`config.mk`:
```
export PLATFORM = sky130hd
export DESIGN_NAME = regfile_mp
export DESIGN_NICKNAME = d
export VERILOG_FILES = /design/src/rtl/regfile_mp_pkg.sv /design/src/rtl/regfile_rdport.sv /design/src/rtl/regfile_mp.sv
export SDC_FILE = /design/constraint.sdc
export NUM_CORES = 2
export LEC_CHECK = 0
export CAP_MARGIN = 20
export CORE_UTILIZATION = 49
export CTS_CLUSTER_DIAMETER = 80
export DETAILED_ROUTE_END_ITERATION = 8
export GPL_ROUTABILITY_DRIVEN = 0
export HOLD_SLACK_MARGIN = 0.1
export PLACE_DENSITY = 0.75
export SLEW_MARGIN = 20
export SYNTH_ARGS = -nofsm -noshare
export SYNTH_HDL_FRONTEND = slang
export SYNTH_SLANG_ARGS = --single-unit
```
`constraint.sdc`:
```
create_clock -name clk_i -period 47.3 [get_ports clk_i]
set_input_delay 11.825 -clock clk_i [delete_from_list [all_inputs] [get_ports clk_i]]
set_output_delay 11.825 -clock clk_i [all_outputs]
set_load 0.01 [all_outputs]
```
`src/rtl/regfile_mp_pkg.sv`:
```
// Shared definitions for the multi-port register file: FSM encoding and
// default geometry constants.
package regfile_mp_pkg;

  // Default register width in bits and address width.
  localparam int DATA_W_DEF = 32;
  localparam int ADDR_W_DEF = 5;

  // Soft-clear sequencer states.
  typedef enum logic {
    IDLE  = 1'b0,
    SWEEP = 1'b1
  } state_e;

endpackage : regfile_mp_pkg

```
`src/rtl/regfile_rdport.sv`:
```
// One combinational read port: entry select, write-to-read forwarding with
// byte-enable merge, and hardwired-zero gating for address 0.
module regfile_rdport
  import regfile_mp_pkg::*;
#(
  parameter int DATA_W   = DATA_W_DEF,
  parameter int ADDR_W   = ADDR_W_DEF,
  parameter int ZERO_REG = 1,
  parameter int BYPASS   = 1
) (
  input  logic [ADDR_W-1:0]   ra_i,
  input  logic [DATA_W-1:0]   mem_i [2**ADDR_W],
  input  logic                byp_en_i,
  input  logic [ADDR_W-1:0]   wa_i,
  input  logic [DATA_W-1:0]   wd_i,
  input  logic [DATA_W/8-1:0] wbe_i,
  output logic [DATA_W-1:0]   rd_o
);

  localparam int NB = DATA_W / 8;

  logic hit;

  // Select the stored entry, overlay enabled bytes of an in-flight write to
  // the same address, then force zero for the hardwired entry.
  always_comb begin
    hit  = (BYPASS != 0) && byp_en_i && (ra_i == wa_i);
    rd_o = mem_i[ra_i];
    if (hit) begin
      for (int b = 0; b < NB; b++) begin
        if (wbe_i[b]) begin
          rd_o[b*8 +: 8] = wd_i[b*8 +: 8];
        end
      end
    end
    if ((ZERO_REG != 0) && (ra_i == '0)) begin
      rd_o = '0;
    end
  end

endmodule : regfile_rdport

```
`src/rtl/regfile_mp.sv`:
```
// Multi-read-port register file with byte-enabled writes, optional hardwired
// zero entry, optional write forwarding, and a one-entry-per-cycle soft
// clear sweep. Writes arriving while the sweep runs are dropped and flagged.
//
// Handshake: there is no back-pressure. A write is accepted whenever
// we_i=1 and busy_o=0 and commits at that rising edge; a write offered while
// busy_o=1 is discarded and wdrop_o pulses for exactly the following cycle.
// init_i is sampled only in IDLE; it is ignored while busy_o=1.
module regfile_mp
  import regfile_mp_pkg::*;
#(
  parameter int DATA_W   = DATA_W_DEF,
  parameter int ADDR_W   = ADDR_W_DEF,
  parameter int NUM_RD   = 2,
  parameter int ZERO_REG = 1,
  parameter int BYPASS   = 1
) (
  input  logic                     clk_i,
  input  logic                     clr_i,
  input  logic                     we_i,
  input  logic [ADDR_W-1:0]        wa_i,
  input  logic [DATA_W-1:0]        wd_i,
  input  logic [DATA_W/8-1:0]      wbe_i,
  input  logic [NUM_RD*ADDR_W-1:0] ra_i,
  output logic [NUM_RD*DATA_W-1:0] rd_o,
  input  logic                     init_i,
  output logic                     busy_o,
  output logic                     wdrop_o,
  output state_e                   state_o,
  output logic [ADDR_W-1:0]        sweep_ptr_o
);

  localparam int DEPTH = 2**ADDR_W;
  localparam int NB    = DATA_W / 8;
  // The hardwired entry never needs clearing, so the sweep skips it.
  localparam logic [ADDR_W-1:0] PTR_START = (ZERO_REG != 0) ? ADDR_W'(1) : '0;
  localparam logic [ADDR_W-1:0] PTR_LAST  = '1;

  logic [DATA_W-1:0] mem_q [DEPTH];
  state_e            state_q, state_d;
  logic [ADDR_W-1:0] ptr_q, ptr_d;
  logic              wdrop_q, wdrop_d;
  logic              sweep_clr;
  logic              busy;
  logic              wr_commit;

  assign busy = (state_q == SWEEP);

  // A write commits only outside the sweep and never to the hardwired entry.
  assign wr_commit = we_i && !busy && !((ZERO_REG != 0) && (wa_i == '0));

  // Sequencer next state: start on init in IDLE, walk the pointer in SWEEP
  // and return to IDLE after the last entry without wrapping.
  always_comb begin
    state_d   = state_q;
    ptr_d     = ptr_q;
    sweep_clr = 1'b0;
    wdrop_d   = we_i && busy;
    case (state_q)
      IDLE: begin
        if (init_i) begin
          state_d = SWEEP;
          ptr_d   = PTR_START;
        end
      end
      SWEEP: begin
        sweep_clr = 1'b1;
        if (ptr_q == PTR_LAST) begin
          state_d = IDLE;
          ptr_d   = PTR_START;
        end else begin
          ptr_d = ptr_q + ADDR_W'(1);
        end
      end
      default: begin
        state_d = IDLE;
        ptr_d   = PTR_START;
      end
    endcase
  end

  // Sequencer and drop-flag registers.
  always_ff @(posedge clk_i or posedge clr_i) begin
    if (clr_i) begin
      state_q <= IDLE;
      ptr_q   <= PTR_START;
      wdrop_q <= 1'b0;
    end else begin
      state_q <= state_d;
      ptr_q   <= ptr_d;
      wdrop_q <= wdrop_d;
    end
  end

  // Storage: sweep clears one whole entry per cycle, otherwise a committed
  // write updates only its enabled bytes.
  always_ff @(posedge clk_i or posedge clr_i) begin
    if (clr_i) begin
      for (int i = 0; i < DEPTH; i++) begin
        mem_q[i] <= '0;
      end
    end else if (sweep_clr) begin
      mem_q[ptr_q] <= '0;
    end else if (wr_commit) begin
      for (int b = 0; b < NB; b++) begin
        if (wbe_i[b]) begin
          mem_q[wa_i][b*8 +: 8] <= wd_i[b*8 +: 8];
        end
      end
    end
  end

  // Read ports share the storage and see the same forwarding source.
  for (genvar p = 0; p < NUM_RD; p++) begin : g_rd
    regfile_rdport #(
      .DATA_W  (DATA_W),
      .ADDR_W  (ADDR_W),
      .ZERO_REG(ZERO_REG),
      .BYPASS  (BYPASS)
    ) u_rdport (
      .ra_i    (ra_i[p*ADDR_W +: ADDR_W]),
      .mem_i   (mem_q),
      .byp_en_i(wr_commit),
      .wa_i    (wa_i),
      .wd_i    (wd_i),
      .wbe_i   (wbe_i),
      .rd_o    (rd_o[p*DATA_W +: DATA_W])
    );
  end

  assign busy_o      = busy;
  assign wdrop_o     = wdrop_q;
  assign state_o     = state_q;
  assign sweep_ptr_o = ptr_q;

endmodule : regfile_mp

```
==> run metrics <==
status complete, but fails checks; failing checks DRC; nets@finish 4287; DR WL met2 87980 µm; Top Metal Used met5; Post-Syn Area 55330 µm²; Int Power 1.589 mW; CP Capture Type output port; post-DP HPWL 134700 µm; Post-Syn Instances 4249; GRT overflow 0; Crit path required time 35.47 ns; kind of critical path in -> out; Clock Sinks 1031; starting density of the core 0.4972; Place WS 19.37 ns; ys flop type dfrtp_1; Sequential Power Share 0.423; syn_area_per_cell 13.02 µm²; # IOs 127; met1 wire length 73350 µm; Synthesis Warnings 0; Final ANT Viol Nets 0; MaxCap Viol Count 0; top cell type's share of synthesized area 0.4659; Syn Nets 4309; Clock Root Buffer clkbuf_16; P_leak 24.38 nW; Synth Area in Simple Gates 0.05789; Final min period 28.13 ns; DRC violations left 2; Sw Share 0.2982; post-synthesis register bit count 1031; Die Wd 338.0 µm; ranking of synthesized cells by area dfrtp_1 (47%), mux4_2 (18%), o2bb2ai_1 (16%); Post-synth EDFFs 0; R2R Setup Slk 43.51 ns; Fin. Hold Viols 0; crit share post-route 0.5947; sw power 0.6751 mW; largest net degree at the start of global routing 183; Post CTS Setup Buffer Count 0; die height 338.0 µm; max-slew violation count 0; layout cell share with drive strength beyond 1 0.1876; initial antenna violation count 16; total global-route track usage 0.3736; TritonCTS buffer count 108; setup violators final 0; DR vias/cell 7.831; sequential share of the synthesized area 0.4663; power density over the cells 36.86 nW/µm²; Post-Synth Adder-Cell Area 0.001131; mux cell area share after synthesis 0.2172; clk buf depth 3; P&R area growth vs syn 11.00%; asr flop ratio synth 1.000; Rel. slew slack 0.02658; per-cell routed wire length 36.50 µm; Synth area leader dfrtp_1; Synth top cells by count dfrtp_1 (1030), o2bb2ai_1 (994), mux4_2 (447); Synth Area in XOR/XNOR 0.001900; Combinational Power Share 0.167; die area 114300 µm²; final hold slack 0.5059 ns; compound-gate portion of the synthesized area 0.2199; RSZ-0062 raised after global routing no; TritonCTS clock tree built; Skew-Pair Late Insertion Delay 0.74 ns; maximum VDD drop 0.00003051 V; total length of routed wires 212100 µm; largest family of logic cells by synthesized area compound AO/OA/AOI/OAI gates; core area 111300 µm²; post-cts hold buffer count 0; # H-tree levels 3; vias 45.50k; Critical Path Start Type input pin; vias in the first global route 45.12k; Synth cell types 71; Fmax 35.55 MHz; Crit Path Max Fanout 44; placement row count 122; Clock power frac 0.410; Fin Setup TNS 0 ns; Pre-antenna DRT Iters 9; first-pass GRT wire length 311800 µm; routed length on met3 34110 µm; Clock transition at path regs 0.06 ns; Worst Hold Class reg -> reg; worst setup margin 19.17 ns; count leader, synth dfrtp_1; WP data arrival 16.31 ns; initial DRC count 7185; Port-buffer cells 126; Worst Tran Pin Value 1.460 ns; Clock Skew 0.03069 ns; post-CTS sizing 0
==> layer usage <==
layer,track usage,vias up
li1,-,17210
met1,0.4826,22901
met2,0.5181,4246
met3,0.1618,1125
met4,0.2256,22
met5,0.005532,-
==> power groups by stage <==
stage | clock, mW | combinational [mW] | sequential (mW)
2_1_floorplan | 0 | 0.230 | 0.961
3_3_place_gp | 0 | 0.356 | 0.968
3_5_place_dp | 0 | 0.360 | 0.970
4_1_cts | 0.925 | 0.361 | 0.955
5_1_grt | 0.961 | 0.386 | 0.961
6_report | 0.927 | 0.378 | 0.958
==> layout by cell type, fill, tap and decap left out, types with 30 or more instances in the layout <==
master / instances
dfrtp_1: 1029
o2bb2ai_1: 994
mux4_2: 447
nand2_1: 418
mux2i_1: 195
clkdlybuf4s50_1: 118
clkbuf_16: 110
buf_4: 96
o21ai_0: 93
a21oi_1: 72
a221oi_1: 66
nor2_1: 52
and2_1: 47
nand3_1: 45
nor2b_1: 39
a22oi_1: 34
inv_1: 30
==> cell families after synthesis <==
kind of cell             after synthesis
AO/OA/AOI/OAI                       1456
XOR/XNOR                              12
adder cells (fa/ha/maj)                5
buffers and inverters                395
flip-flops                          1031
multiplexers                         642
AND/OR/NAND/NOR                      708
==> path summary, 6_finish.rpt <==
check                                            start                      to  cells past startpoint
worst min-delay path            mem_q[878]$_DFFE_PP0P_  mem_q[878]$_DFFE_PP0P_                      1
min in group asynchronous                        clr_i  mem_q[587]$_DFFE_PP0P_                      2
worst max register to register        busy_o$_DFF_PP0_  mem_q[130]$_DFFE_PP0P_                      5
max in group asynchronous                        clr_i  mem_q[678]$_DFFE_PP0P_                      4
worst max-delay path                           ra_i[7]                rd_o[59]                      8
worst min register to register  mem_q[878]$_DFFE_PP0P_  mem_q[878]$_DFFE_PP0P_                      1
==> cell type report <==
cell class | instances | area (µm²)
Clock buffer | 145 | 3074
Clock inverter | 51 | 720.7
Fill cell | 8897 | 49870
Sequential cell | 1031 | 25800
Timing Repair Buffer | 227 | 2108
Multi-Input combinational cell | 2823 | 27680
Inverter | 36 | 143.9
Antenna cell | 10 | 25.02
Tap cell | 1488 | 1862
==> stage by stage <==
stage,utilization,power (mW),cells,cell area (µm²)
after floorplan,-,1.191,4249,55330
after global placement,0.5167,1.324,5600,57500
after detailed placement,0.5170,1.330,5602,57530
after CTS,0.5511,2.241,5798,61320
after global routing,0.5517,2.307,5801,61390
final,0.5519,2.264,5811,61410
==> critical path: stages <==
cell and delay, ns:
buf_4 0.54, buf_4 0.84, and2_2 1.07, a221oi_1 0.38, a21o_1 0.25, a222oi_1 0.38
o211ai_1 0.32, clkdlybuf4s50_1 0.59
==> registers in the layout, indices dropped and copies added, names as in the netlist <==
signal and cells:
sweep_ptr_o 5, busy_o 1, wdrop_o 1, mem_q 1024
No activity file was read; power rests on OpenSTA's default activity.
